### config.mk
export PLATFORM = sky130hd
export DESIGN_NAME = trap_controller
export DESIGN_NICKNAME = d
export VERILOG_FILES = /design/src/rtl/trap_pkg.sv /design/src/rtl/irq_prio_enc.sv /design/src/rtl/trap_controller.sv
export SDC_FILE = /design/constraint.sdc
export NUM_CORES = 1
export LEC_CHECK = 0
export ABC_AREA = 1
export CELL_PAD_IN_SITES_DETAIL_PLACEMENT = 0
export CELL_PAD_IN_SITES_GLOBAL_PLACEMENT = 2
export CORE_ASPECT_RATIO = 0.8
export CORE_MARGIN = 8
export CORE_UTILIZATION = 18
export DETAILED_ROUTE_END_ITERATION = 10
export PLACE_DENSITY = 0.8
export SLEW_MARGIN = 40
export SYNTH_ARGS = -nofsm -noshare
export SYNTH_HDL_FRONTEND = slang
export SYNTH_SLANG_ARGS = --single-unit
### constraint.sdc
create_clock -name clk -period 1.91 [get_ports clk]
set_input_delay 0.573 -clock clk [delete_from_list [all_inputs] [get_ports clk]]
set_output_delay 0.573 -clock clk [all_outputs]
set_load 0.005 [all_outputs]
### src/rtl/trap_pkg.sv
// trap_pkg
// Shared types and constants for the trap controller.
//   state_e     : sequencer states (IDLE, HOLD, SWITCH, WAIT, REDIRECT)
//   kind_e      : sequence kind latched at entry (TRAP or RET)
//   CAUSE_INT_BIT and standard exception codes
//   irq_cause() : builds the 64-bit cause word for an interrupt code
package trap_pkg;

    typedef enum logic [2:0] {
        ST_IDLE,
        ST_HOLD,
        ST_SWITCH,
        ST_WAIT,
        ST_REDIRECT
    } state_e;

    typedef enum logic {
        KIND_TRAP,
        KIND_RET
    } kind_e;

    localparam int         CAUSE_INT_BIT = 63;
    localparam int         HOLDOFF_W     = 4;

    localparam logic [4:0] EXC_ILLEGAL   = 5'd2;
    localparam logic [4:0] EXC_BREAK     = 5'd3;
    localparam logic [4:0] EXC_ECALL_M   = 5'd11;

    // Interrupt cause: MSB set, 6-bit code in the low bits.
    function automatic logic [63:0] irq_cause(input logic [5:0] code);
        logic [63:0] c;
        c                = 64'(code);
        c[CAUSE_INT_BIT] = 1'b1;
        return c;
    endfunction

endpackage

### src/rtl/irq_prio_enc.sv
// irq_prio_enc
// Combinational lowest-index-wins priority encoder.
//   req_i   : request vector
//   valid_o : at least one request set
//   idx_o   : index of the lowest set request (0 when none)
module irq_prio_enc #(
    parameter int N     = 4,
    parameter int IDX_W = 2
) (
    input  logic [N-1:0]     req_i,
    output logic             valid_o,
    output logic [IDX_W-1:0] idx_o
);

    // Scan from the top so the lowest set index is written last.
    always_comb begin
        valid_o = 1'b0;
        idx_o   = '0;
        for (int i = N - 1; i >= 0; i--) begin
            if (req_i[i]) begin
                valid_o = 1'b1;
                idx_o   = IDX_W'(i);
            end
        end
    end

endmodule

### src/rtl/trap_controller.sv
// trap_controller
// Sequences traps and trap returns into/out of the machine-mode CSR file:
// arbitrates exception / interrupt / return, stalls and drains the pipe,
// strobes CS with a stable CAUSE, then issues REDIRECT+FLUSH.
//   clk, rst_n       : clock, async active-low reset
//   exc_valid_i/code : synchronous exception from commit
//   irq_i, irq_en_i  : level interrupt lines and per-line enables
//   gie_i            : global interrupt enable
//   ret_valid_i      : trap-return at commit
//   drained_i        : pipeline empty
//   stall_o, cs_o, cause_o, redirect_o, flush_o, busy_o : registered decode
module trap_controller
    import trap_pkg::*;
#(
    parameter int N_IRQ       = 4,
    parameter int IRQ_BASE    = 16,
    parameter int RET_HOLDOFF = 1
) (
    input  logic             clk,
    input  logic             rst_n,
    input  logic             exc_valid_i,
    input  logic [4:0]       exc_code_i,
    input  logic [N_IRQ-1:0] irq_i,
    input  logic [N_IRQ-1:0] irq_en_i,
    input  logic             gie_i,
    input  logic             ret_valid_i,
    input  logic             drained_i,
    output logic             stall_o,
    output logic             cs_o,
    output logic [63:0]      cause_o,
    output logic             redirect_o,
    output logic             flush_o,
    output logic             busy_o
);

    localparam int IDX_W = (N_IRQ > 1) ? $clog2(N_IRQ) : 1;

    if (N_IRQ < 1 || N_IRQ > 16) begin : g_bad_nirq
        $error("trap_controller: N_IRQ must be 1..16");
    end
    if (IRQ_BASE + N_IRQ - 1 > 63) begin : g_bad_base
        $error("trap_controller: IRQ_BASE+N_IRQ-1 exceeds 6-bit cause code");
    end
    if (RET_HOLDOFF < 0 || RET_HOLDOFF > 15) begin : g_bad_holdoff
        $error("trap_controller: RET_HOLDOFF must be 0..15");
    end

    state_e                 state_q, state_d;
    kind_e                  kind_q, kind_d;
    logic [63:0]            cause_q, cause_d;
    logic [HOLDOFF_W-1:0]   holdoff_q, holdoff_d;

    logic [N_IRQ-1:0]       irq_elig;
    logic                   irq_vld;
    logic [IDX_W-1:0]       irq_idx;

    // Holdoff after a return masks interrupts only.
    assign irq_elig = irq_i & irq_en_i & {N_IRQ{gie_i}}
                    & {N_IRQ{holdoff_q == '0}};

    irq_prio_enc #(
        .N     (N_IRQ),
        .IDX_W (IDX_W)
    ) u_prio (
        .req_i   (irq_elig),
        .valid_o (irq_vld),
        .idx_o   (irq_idx)
    );

    always_comb begin
        state_d   = state_q;
        kind_d    = kind_q;
        cause_d   = cause_q;
        holdoff_d = holdoff_q;

        if (state_q != ST_REDIRECT && holdoff_q != '0) begin
            holdoff_d = holdoff_q - 1'b1;
        end

        unique case (state_q)
            ST_IDLE: begin
                if (exc_valid_i) begin
                    state_d = ST_HOLD;
                    kind_d  = KIND_TRAP;
                    cause_d = 64'(exc_code_i);
                end else if (irq_vld) begin
                    state_d = ST_HOLD;
                    kind_d  = KIND_TRAP;
                    cause_d = irq_cause(6'(IRQ_BASE) + 6'(irq_idx));
                end else if (ret_valid_i) begin
                    // Return keeps the previous cause word; the CSR file
                    // decodes the return itself.
                    state_d = ST_HOLD;
                    kind_d  = KIND_RET;
                end
            end
            ST_HOLD:   if (drained_i) state_d = ST_SWITCH;
            ST_SWITCH: state_d = ST_WAIT;
            ST_WAIT:   state_d = ST_REDIRECT;
            ST_REDIRECT: begin
                state_d = ST_IDLE;
                if (kind_q == KIND_RET) holdoff_d = HOLDOFF_W'(RET_HOLDOFF);
            end
            default:   state_d = ST_IDLE;
        endcase
    end

    always_ff @(posedge clk or negedge rst_n) begin
        if (!rst_n) begin
            state_q   <= ST_IDLE;
            kind_q    <= KIND_TRAP;
            cause_q   <= '0;
            holdoff_q <= '0;
        end else begin
            state_q   <= state_d;
            kind_q    <= kind_d;
            cause_q   <= cause_d;
            holdoff_q <= holdoff_d;
        end
    end

    // Pure decode of registered state: no input reaches an output.
    assign busy_o     = (state_q != ST_IDLE);
    assign stall_o    = busy_o;
    assign cs_o       = (state_q == ST_SWITCH) && (kind_q == KIND_TRAP);
    assign redirect_o = (state_q == ST_REDIRECT);
    assign flush_o    = (state_q == ST_REDIRECT);
    assign cause_o    = cause_q;

endmodule

# Word-level counts from Yosys, hierarchy flattened
# Index checks and enable logic that the tools add are counted.
[op_classes]
addsub = 2
n_eq_ne = 7
muxes = 21
n_bitwise = 4
reduce_logical = 11
[ops]
columns = ["operator", "n"]
rows = [
  ["2-to-1 mux 64 bit", 2],
  ["AND 4 bit", 3],
  ["2-to-1 mux 3 bit", 4],
  ["2-to-1 mux 4 bit", 3],
  ["case mux 3 bit (4 select lines)", 1],
  ["2-to-1 mux 2 bit", 4],
  ["2-to-1 mux 1 bit", 7],
  ["adder 5 x 2 -> 6 bit (first input constant)", 1],
  ["== test 3 x 2 -> 1 bit (second input constant)", 2],
  ["AND reduction 2 bit", 3],
  ["nonzero test 3 bit", 2],
  ["logical NOT 4 bit", 1],
  ["inequality test 4 bit (second input constant)", 1],
  ["nonzero test 4 bit", 1],
  ["subtractor 4 x 1 -> 4 bit (second input constant)", 1],
  ["== test 3 x 1 -> 1 bit (second input constant)", 1],
  ["== test 3 bit (second input constant)", 1],
  ["logical NOT 3 bit", 1],
  ["inequality test 3 bit (second input constant)", 1],
  ["logical AND 1 bit", 2],
  ["inequality test 2 bit (second input constant)", 1],
  ["nonzero test 2 bit", 1],
  ["inverter 1 bit", 1],
]
[totals]
reg_bits = 72
in_bits = 19

# Logic depth before layout (Yosys ltp)
# Gate-level depths: netlist of run 1.
[logic_depth]
depth_word = 10
ltp_mapped = 10
depth_no_buf = 10

# Modules after synthesis
# Synthesis of run 1 repeated with hierarchy kept, for this count alone.
[unflattened]
cells_unflattened = 172
area_unflattened_um2 = 1258.7
[modules_own_cells]
columns = ["module", "instances", "cells_per_inst", "area_each_um2", "seq_area_each_um2"]
rows = [
  ["trap_controller", 1, 164, 1222.4, 350.3],
  ["irq_prio_enc", 1, 8, 36.3, 0.0],
]

# Worst setup path before layout of run 1
# No wires, ideal clock.
[synth_path]
path_kind = "reg2out"
from = "register state_q[2]"
to = "output stall_o"
arrival_time_ns = 1.015
path_slack_ns = 0.322
stages_incl_launch_ff = 7
path_cell_list = "dfrtp_1 nor2_2 inv_1 nor2_4 buf_6 inv_1 buf_4"
[synth_via]
elab_chain_len = 1
[synth_rtl]
columns = ["item", "line", "rtl"]
rows = [
  ["from (decl)", "trap_controller.sv:48", "state_e state_q, state_d;"],
  ["from (signal assigned)", "trap_controller.sv:115", "state_q <= state_d;"],
  ["nonzero test 3 bit", "trap_controller.sv:123", "assign busy_o = (state_q != ST_IDLE);"],
  ["to (decl)", "trap_controller.sv:28", "output logic stall_o,"],
]
# No other way between the ends.

# Final worst setup path of run 1
[layout_path]
from = "register state_q[0]"
to = "output busy_o"
[layout_via]
elab_chain_len = 1
[layout_rtl]
columns = ["item", "line", "rtl"]
rows = [
  ["nonzero test 3 bit", "trap_controller.sv:123", ""],
  ["to (decl)", "trap_controller.sv:33", "output logic busy_o"],
]
# No other way between the ends.

==> impl_metrics.toml, run 1 <==
[run_status]
status = "complete, no violations"

[clock_network]
clk_pin_slew_worst_paths_ns = 0.06
cts-buffers-inserted = 3
htree_levels = 1
cts_tree = "done"
cts.sinks = 14
clk_latency_ns = 0.24
cts_hold_buf = 0
cts_root_buf = "clkbuf_8"
clock_path_buffers = 2

[grt]
grt_pass1_wl_um = 4640
grt_max_degree = 15
grt_pass1_vias = 1025
antenna_found_initial = 0
grt-ovfl-total = 0
grt_use_total_pct = 5.29
use_met3_pct = 1.37
grt_most_used_layer = "met2"
use_met2_pct = 8.18
grt_use_met1_pct = 6.66

[place]
hpwl_um = 2500
gp_congestion = 0.704
portBuffers = 29
dp_slack_ns = -0.0169

[route]
first_pass_iters = 4
vias_per_cell = 3.23
drcViolationCount = 0
routed_wl_um = 2770
wire_per_inst_um = 9.49
drt_iter0_markers = 24
num_vias = 942
ant_nets = 0

[synth]
yosysWarnings = 0
ys_types = 26
synth-edff-count = 0
syn-mean-instance-area_sq_um = 7.59
postSynthCellCount = 171
synth_most_common_cell = "buf_4"
netlist_top_cells_count = "buf_4, nand2_1, inv_1, dfrtp_1, nand3_1"
post-synth-top-area-fraction_pct = 34.7
yosys.area.top_type = "buf_4"
syn-cell-area_sq_mm = 0.00130
postSynth.asyncResetShare_pct = 100
synth.ff_latch_count = 14
ys_dominant_reg_cell = "dfrtp_1"
synthTopCellsByArea = "buf_4, dfrtp_1, nand2_1"
yosysSeqAreaShare_pct = 27.0

[pwr]
total_leakage_power_uw = 0.000819
power_density_mw_per_mm2 = 1130
peakVddDrop_v = 0.000284

[setup_path]
crit_slowest_cell = "dfrtp_1"
endpoint_kind = "output pin"
crit_chain = "nor2_4 -> inv_2 -> nor2_4 -> inv_1 -> dlygate4sd2_1"
critPathMaxStageDelay_ns = 0.41
start_kind = "flip-flop"
worstPathArrival_ns = 1.22
critical_path.reg2reg.startpoint = "holdoff_q[0]"
required_ns = 1.34
critPathLaunch = "state_q[0]"
worstPathMaxFanout = 3
path_class = "flip-flop to output pin"
crit_family = "flip-flops"
cp_common_cell = "nor2_4"
r2r_slack_ns = 0.47
cp_num_buf_inv = 3

[layout]
finalCoreUtilization_pct = 22.3
syn_to_final_growth_pct = 18.9
diodes = 0
final_net_count = 227
drive_above_1_share_pct = 13.2

[floorplan]
die_w_um = 111
initial_core_util_pct = 18.7
die-height_um = 91.9
core_sq_mm = 0.00693
num_rows = 27
io_pins = 88
fp.dieArea_sq_mm = 0.0102

[sta]
finalMaxSlewViolations = 0
fin_crit_ns = 1.80
setup_viol = 0
rsz0062_at_grt = "no"
max_clock_freq_mhz = 557
period_share_pct = 94.0
hold_viol_final = 0
worst_slack_ns = 0.114
clock_skew_ns = 0.00307

[flow_run]
drv_cap = 0

[min_path]
hp-class = "flip-flop to flip-flop"
min_from = "cause_o[4]"
-- layout make-up --
class                           instances  area, sq um
Fill cell                             803         5380
Multi-Input combinational cell        136          639
Sequential cell                        14          350
Timing Repair Buffer                   35          329
Tap cell                               87          109
Inverter                               16         60.1
Clock buffer                            4         55.1
-- flip-flops by register name (all words and copies together) (netlist names) --
| signal | cells |
|---|---|
| holdoff_q | 4 |
| kind_q | 1 |
| cause_o | 6 |
| state_q | 3 |
-- cell usage in the layout (no fill, tap or decap) --
master,count
a21oi_1,2
a21oi_2,2
buf_4,6
clkbuf_8,4
clkdlybuf4s50_1,24
conb_1,58
dfrtp_1,14
dlygate4sd2_1,5
ha_1,2
inv_1,11
inv_2,5
nand2_1,32
nand2_2,1
nand2_4,2
nand3_1,11
nand3_2,2
nand3b_1,2
nand4_1,1
nor2_1,9
nor2_2,2
nor2_4,3
nor3_1,1
o21ai_0,2
o21ai_1,1
o32ai_1,1
or2_1,1
xnor2_1,1
-- where the power goes --
group | switching [uW] | leakage (uW) | internal (uW)
clock network | 100 | 0.0000288 | 182
logic | 460 | 0.000617 | 437
registers | 118 | 0.000173 | 443
-- logic make-up (layout without fill, tap and decap cells) --
kind of cell    Yosys count  after routing  share of synthesized area [%]
fa+ha+maj                 2              2                           1.93
other cells               1             58                          0.289
buf+inv                  78             55                           40.6
compound gates            8              8                           3.95
simple gates             67             67                           25.6
flops                    14             14                           27.0
xor+xnor                  1              1                          0.675
-- final timing paths --
check / cells past startpoint / end
worst min-delay path: 2 / cause_o[4]
worst min register to register: 2 / cause_o[4]
worst max-delay path: 5 / busy_o
max in group asynchronous: 2 / holdoff_q[1]
worst max register to register: 9 / cause_o[1]
min in group asynchronous: 2 / state_q[1]
-- metal layers --
layer	wire, um	vias up
met1	1270	421
met5	0	-
met4	36	0
met2	1290	42
met3	172	2
li1	-	477
-- stage by stage --
step                instances  area [sq um]  hold WS, ns   TNS, ns  power, uW
finish                    292          1540        0.480         0       1740
global route              292          1540        0.516         0       1920
CTS                       292          1540        0.483         0       1760
detailed placement        286          1470        0.468   -0.0727       1470
global placement          286          1470        0.466  -0.00761       1460
floorplan                 228          1510        0.277         0       1200
-- what timing repair did --
item,CTS,global route
endpoints found under the setup margin,5,1
resized for setup,9,1
setup buffers,2,0
-- worst register-to-register path, stage by stage (launching register included) --
cell and delay [ns]:
dfrtp_1 0.41, inv_1 0.10, ha_1 0.18, nand2_2 0.10, a21oi_2 0.19, inv_2 0.07
nand2_4 0.10, nand2_4 0.07, nand2_1 0.06, nand2_1 0.05
No activity file was read; power rests on OpenSTA's default activity.
==> run 2, diff against run 1 <==
--- a/config.mk
+++ b/config.mk
@@ -17,3 +17,4 @@
 export SYNTH_ARGS = -nofsm -noshare
 export SYNTH_HDL_FRONTEND = slang
 export SYNTH_SLANG_ARGS = --single-unit
+export TNS_END_PERCENT = 100
==> results of run 2 <==
Final layout, timing and power as in run 1 (identical DEF).
